==> src/rtl/mem_port_arbiter_pkg.sv <==
`default_nettype none
// ============================================================================
// Module   : mem_port_arbiter_pkg
// Brief    : Shared types and defaults for the IF/DM memory port arbiter.
// Revision : 1.0 - initial release
// ============================================================================
package mem_port_arbiter_pkg;

    localparam int DEF_ADDR_W = 16;
    localparam int DEF_DATA_W = 16;
    localparam int STARVE_W   = 4;

    typedef enum logic [1:0] {
        OWN_NONE = 2'b00,
        OWN_IF   = 2'b01,
        OWN_DM   = 2'b10
    } owner_e;

    function automatic logic [STARVE_W-1:0] sat_inc(input logic [STARVE_W-1:0] v);
        return (v == {STARVE_W{1'b1}}) ? v : v + 1'b1;
    endfunction

endpackage
`default_nettype wire

==> src/rtl/mem_port_arbiter.sv <==
`default_nettype none
// ============================================================================
// Module   : mem_port_arbiter
// Brief    : Single-port memory arbiter, DM priority with IF anti-starvation.
// Revision : 1.0 - initial release
// ============================================================================
module mem_port_arbiter
    import mem_port_arbiter_pkg::*;
#(
    parameter int ADDR_W     = DEF_ADDR_W,
    parameter int DATA_W     = DEF_DATA_W,
    parameter int STARVE_MAX = 3
) (
    input  logic              clk,
    input  logic              rst,
    input  logic              if_req,
    input  logic [ADDR_W-1:0] if_addr,
    output logic              if_gnt,
    output logic              if_rvalid,
    output logic [DATA_W-1:0] if_rdata,
    input  logic              dm_req,
    input  logic              dm_we,
    input  logic [ADDR_W-1:0] dm_addr,
    input  logic [DATA_W-1:0] dm_wdata,
    output logic              dm_gnt,
    output logic              dm_rvalid,
    output logic [DATA_W-1:0] dm_rdata,
    output logic              stall_if,
    output logic              mem_en,
    output logic              mem_we,
    output logic [ADDR_W-1:0] mem_addr,
    output logic [DATA_W-1:0] mem_wdata,
    input  logic [DATA_W-1:0] mem_rdata
);

    localparam logic [STARVE_W-1:0] STARVE_LIM = STARVE_W'(STARVE_MAX);

    owner_e              owner_q, owner_d;
    logic [STARVE_W-1:0] starve_cnt_q, starve_cnt_d;
    logic                force_if;

    assign force_if = (starve_cnt_q >= STARVE_LIM);

    // Everything combinational is held at zero while rst is low.
    always_comb begin
        if_gnt       = 1'b0;
        dm_gnt       = 1'b0;
        stall_if     = 1'b0;
        mem_en       = 1'b0;
        mem_we       = 1'b0;
        mem_addr     = '0;
        mem_wdata    = '0;
        owner_d      = OWN_NONE;
        starve_cnt_d = '0;
        if (rst) begin
            dm_gnt   = dm_req & ~(if_req & force_if);
            if_gnt   = if_req & ~dm_gnt;
            stall_if = if_req & ~if_gnt;
            mem_en   = if_gnt | dm_gnt;
            mem_we   = dm_gnt & dm_we;
            if (dm_gnt) begin
                mem_addr  = dm_addr;
                mem_wdata = dm_wdata;
            end else if (if_gnt) begin
                mem_addr  = if_addr;
            end
            if (if_gnt) begin
                owner_d = OWN_IF;
            end else if (dm_gnt && !dm_we) begin
                owner_d = OWN_DM;
            end
            if (if_req && !if_gnt) begin
                starve_cnt_d = sat_inc(starve_cnt_q);
            end
        end
    end

    always_ff @(posedge clk) begin
        if (!rst) begin
            owner_q      <= OWN_NONE;
            starve_cnt_q <= '0;
        end else begin
            owner_q      <= owner_d;
            starve_cnt_q <= starve_cnt_d;
        end
    end

    // Read data is shared; the owner strobe tells each consumer when to take it.
    assign if_rvalid = (owner_q == OWN_IF);
    assign dm_rvalid = (owner_q == OWN_DM);
    assign if_rdata  = mem_rdata;
    assign dm_rdata  = mem_rdata;

endmodule
`default_nettype wire
==> config.mk <==
export PLATFORM = sky130hd
export DESIGN_NAME = mem_port_arbiter
export DESIGN_NICKNAME = d
export VERILOG_FILES = /design/src/rtl/mem_port_arbiter_pkg.sv /design/src/rtl/mem_port_arbiter.sv
export SDC_FILE = /design/constraint.sdc
export NUM_CORES = 1
export LEC_CHECK = 0
export ABC_AREA = 1
export ABC_CLOCK_PERIOD_IN_PS = 3800
export CORE_UTILIZATION = 25
export DETAILED_ROUTE_END_ITERATION = 10
export PLACE_DENSITY = 0.87
export RECOVER_POWER = 25
export SLEW_MARGIN = 5
export SYNTH_ARGS = -nofsm -noshare
export SYNTH_HDL_FRONTEND = slang
export SYNTH_SLANG_ARGS = --single-unit
==> constraint.sdc <==
create_clock -name clk -period 3.8 [get_ports clk]
set_clock_uncertainty 0.1 [all_clocks]
set_input_delay 0.76 -clock clk [delete_from_list [all_inputs] [get_ports clk]]
set_output_delay 0.76 -clock clk [all_outputs]
set_load 0.02 [all_outputs]
==> results.md <==
- Status: finished, final reports clean
- CORE AREA: about 3400 um2
- Vias in the first global route: 995
- Fin crit period: 3.466 ns
- Root Buffer: clkbuf_4
- Final Instance Area: 1623 um2
- Max VDD drop: 0.00006716 V
- Area Growth Syn to Fin: 77.43%
- Final Non-Filler Cells: 262
- Hold WC Path Type: reg2reg
- Worst Setup Path Type: in2out
- Final slew viol count: 0
- Pwr Density: 174.3 nW/um2
- Placed cell count: 259
- Resized Gates After CTS: 0
- Data required, critical path: 2.94 ns
- Ports: 140
- Postcts setup bufs: 0
- Fillers: 335
- Remaining antenna violation count: 0
- Final GP Congestion: 0.7339
- Setup TNS: 0 ns
- CTS sink cnt: 6
- Worst-Skew Late Latency: 0.24 ns
- Site Rows: 21
- Nets@finish: between 200 and 300
- Final Hold Fails: 0
- Commonest non-fill, non-tap cells in the layout: 91 x clkdlybuf4s50_1, 34 x nand3_1, 25 x inv_1
- Total congestion overflow: 0
- Max Buffers Root-to-Sink: 2
- Top cells by area, synth: buf_4 28%, nand3_1 19%, dfxtp_1 13%
- RSZ-0062 raised after global routing: no
- Worst path slowest cell: clkdlybuf4s50_1
- Final setup violation count: 0
- Routed WL per cell: 9.611 um
- Pre-antenna DRT Iters: 4
- Post-DP HPWL: 2090 um
- Crit path top cell by count: clkdlybuf4s50_1
- # hold bufs at CTS: 0
- #FFs+latches synth: 6
- Cell area after synthesis: 914.6 um2
- Via count: 1083
- DP Area: 1600 um2
- Largest net degree at the start of global routing: 20
- I/O Buffers: 91
- Crit path cell chain: clkdlybuf4s50_1 -> nand2_1 -> inv_2 -> nand2_4 -> nor2_1 -> clkdlybuf4s50_1
- Mapped Cells: approximately 160
- DR DRC count: 0
- Unique masters post-synth: 16
- Starting density of the core: 0.2678
- Commonest non-fill, non-tap cell in the layout: clkdlybuf4s50_1
- Chip width: 62.49 um
- Leakage power: 0.7775 nW
- Mean area per synthesized cell: 5.789 um2
- Period utilisation layout: 0.9120
- Die H: ~62 um
- Via/cell ratio: 4.134
- Die footprint: 3904 um2
- Antenna diodes: 0
- Worst setup EP type: output port
- Share of cells above drive strength 1: 0.04167
- Initial DRC count: 17
- Sequential area share after synthesis: 0.1313
- CTS tree: yes
- Area leader, netlist: buf_4
- Initial antenna violation count: 0
- Fmax achieved: 288.6 MHz
- Clock Pin Slew Worst Setup and Hold Paths: around 0.040 ns
- CTS Buf Count: 3
- Yosys warns: 0
- Synth top area share: 0.2791
- H-tree lvl count: 1
- Hold Slack: 0.4409 ns
- Max incr delay on CP: approximately 0.62 ns
- CP Launch Type: primary input
- GRT Total Usage: 0.1339
- Max Cap Viol: 0
- Critical Path AT: 2.61 ns
- CP max FO: 19
- Tot Pwr: 0.2828 mW
- Total Wirelength: 2518 um
- First-pass GRT wire length: 4202 um
final cells by class:
cell class / count / area [um2] / share of cell area
tap: 46 / 57.56 / 0.03547
sequential: 6 / 120.1 / 0.07402
timing repair buffer: 92 / 918.4 / 0.5659
multi-input combinational: 88 / 402.9 / 0.2483
inverter: 27 / 101.3 / 0.06245
clock buffer: 3 / 22.52 / 0.01388
cells by family after synthesis:
group | after synthesis | synth area share
and+or+nand+nor | 81 | 0.3926
buffers and inverters | 65 | 0.4323
xor gates and xnor gates | 1 | 0.009578
AOI/OAI and AO/OA | 3 | 0.01641
other | 1 | 0.004100
adders and majority gates | 1 | 0.01368
DFF | 6 | 0.1313
through the flow:
stage | utilization | setup WS, ns
final | 0.4751 | 0.3345
after global routing | 0.4751 | 0.1697
after detailed placement | 0.4685 | 0.3139
after global placement | 0.4685 | 0.3463
after CTS | 0.4751 | 0.3109
after floorplan | - | 1.476
Yosys cell counts, drive strengths merged:
library cell,instances
a21oi,2
buf,38
conb,1
dfxtp,6
ha,1
inv,27
nand2,24
nand3,34
nor2,23
o21ai,1
xor2,1
final timing paths:
path              startpoint         endpoint  slack, ns  depth (start not counted)
max                   dm_req     mem_wdata[2]       0.33                          6
min          starve_cnt_q[0]  starve_cnt_q[0]       0.44                          3
max reg2reg  starve_cnt_q[0]       owner_q[0]       2.45                          6
min reg2reg  starve_cnt_q[0]  starve_cnt_q[0]       0.44                          3
flip-flops by register name, summed over array words and instances (netlist names):
name	flops
owner_q	2
starve_cnt_q	4
power breakdown:
part	total, mW	switching, mW	leakage (nW)	internal, mW
logic	0.159	0.0681	0.714	0.0905
clock network	0.0573	0.0216	0.0138	0.0356
registers	0.0669	0.00120	0.0495	0.0657
total	0.283	0.0910	0.778	0.192
critical path: cells and delay by family:
family	cells	cell delay, ns
buffers and inverters	3	1.43
AND/OR/NAND/NOR	3	0.41
layer usage:
metal / vias up / wire length, um / track usage
met3: 8 / 246 / 0.05474
met4: 0 / 49 / 0.05233
met5: - / 0 / 0
met2: 61 / 1333 / 0.2622
li1: 561 / - / -
met1: 453 / 888 / 0.1193
Note: power is estimated with default switching activity, not from simulation.
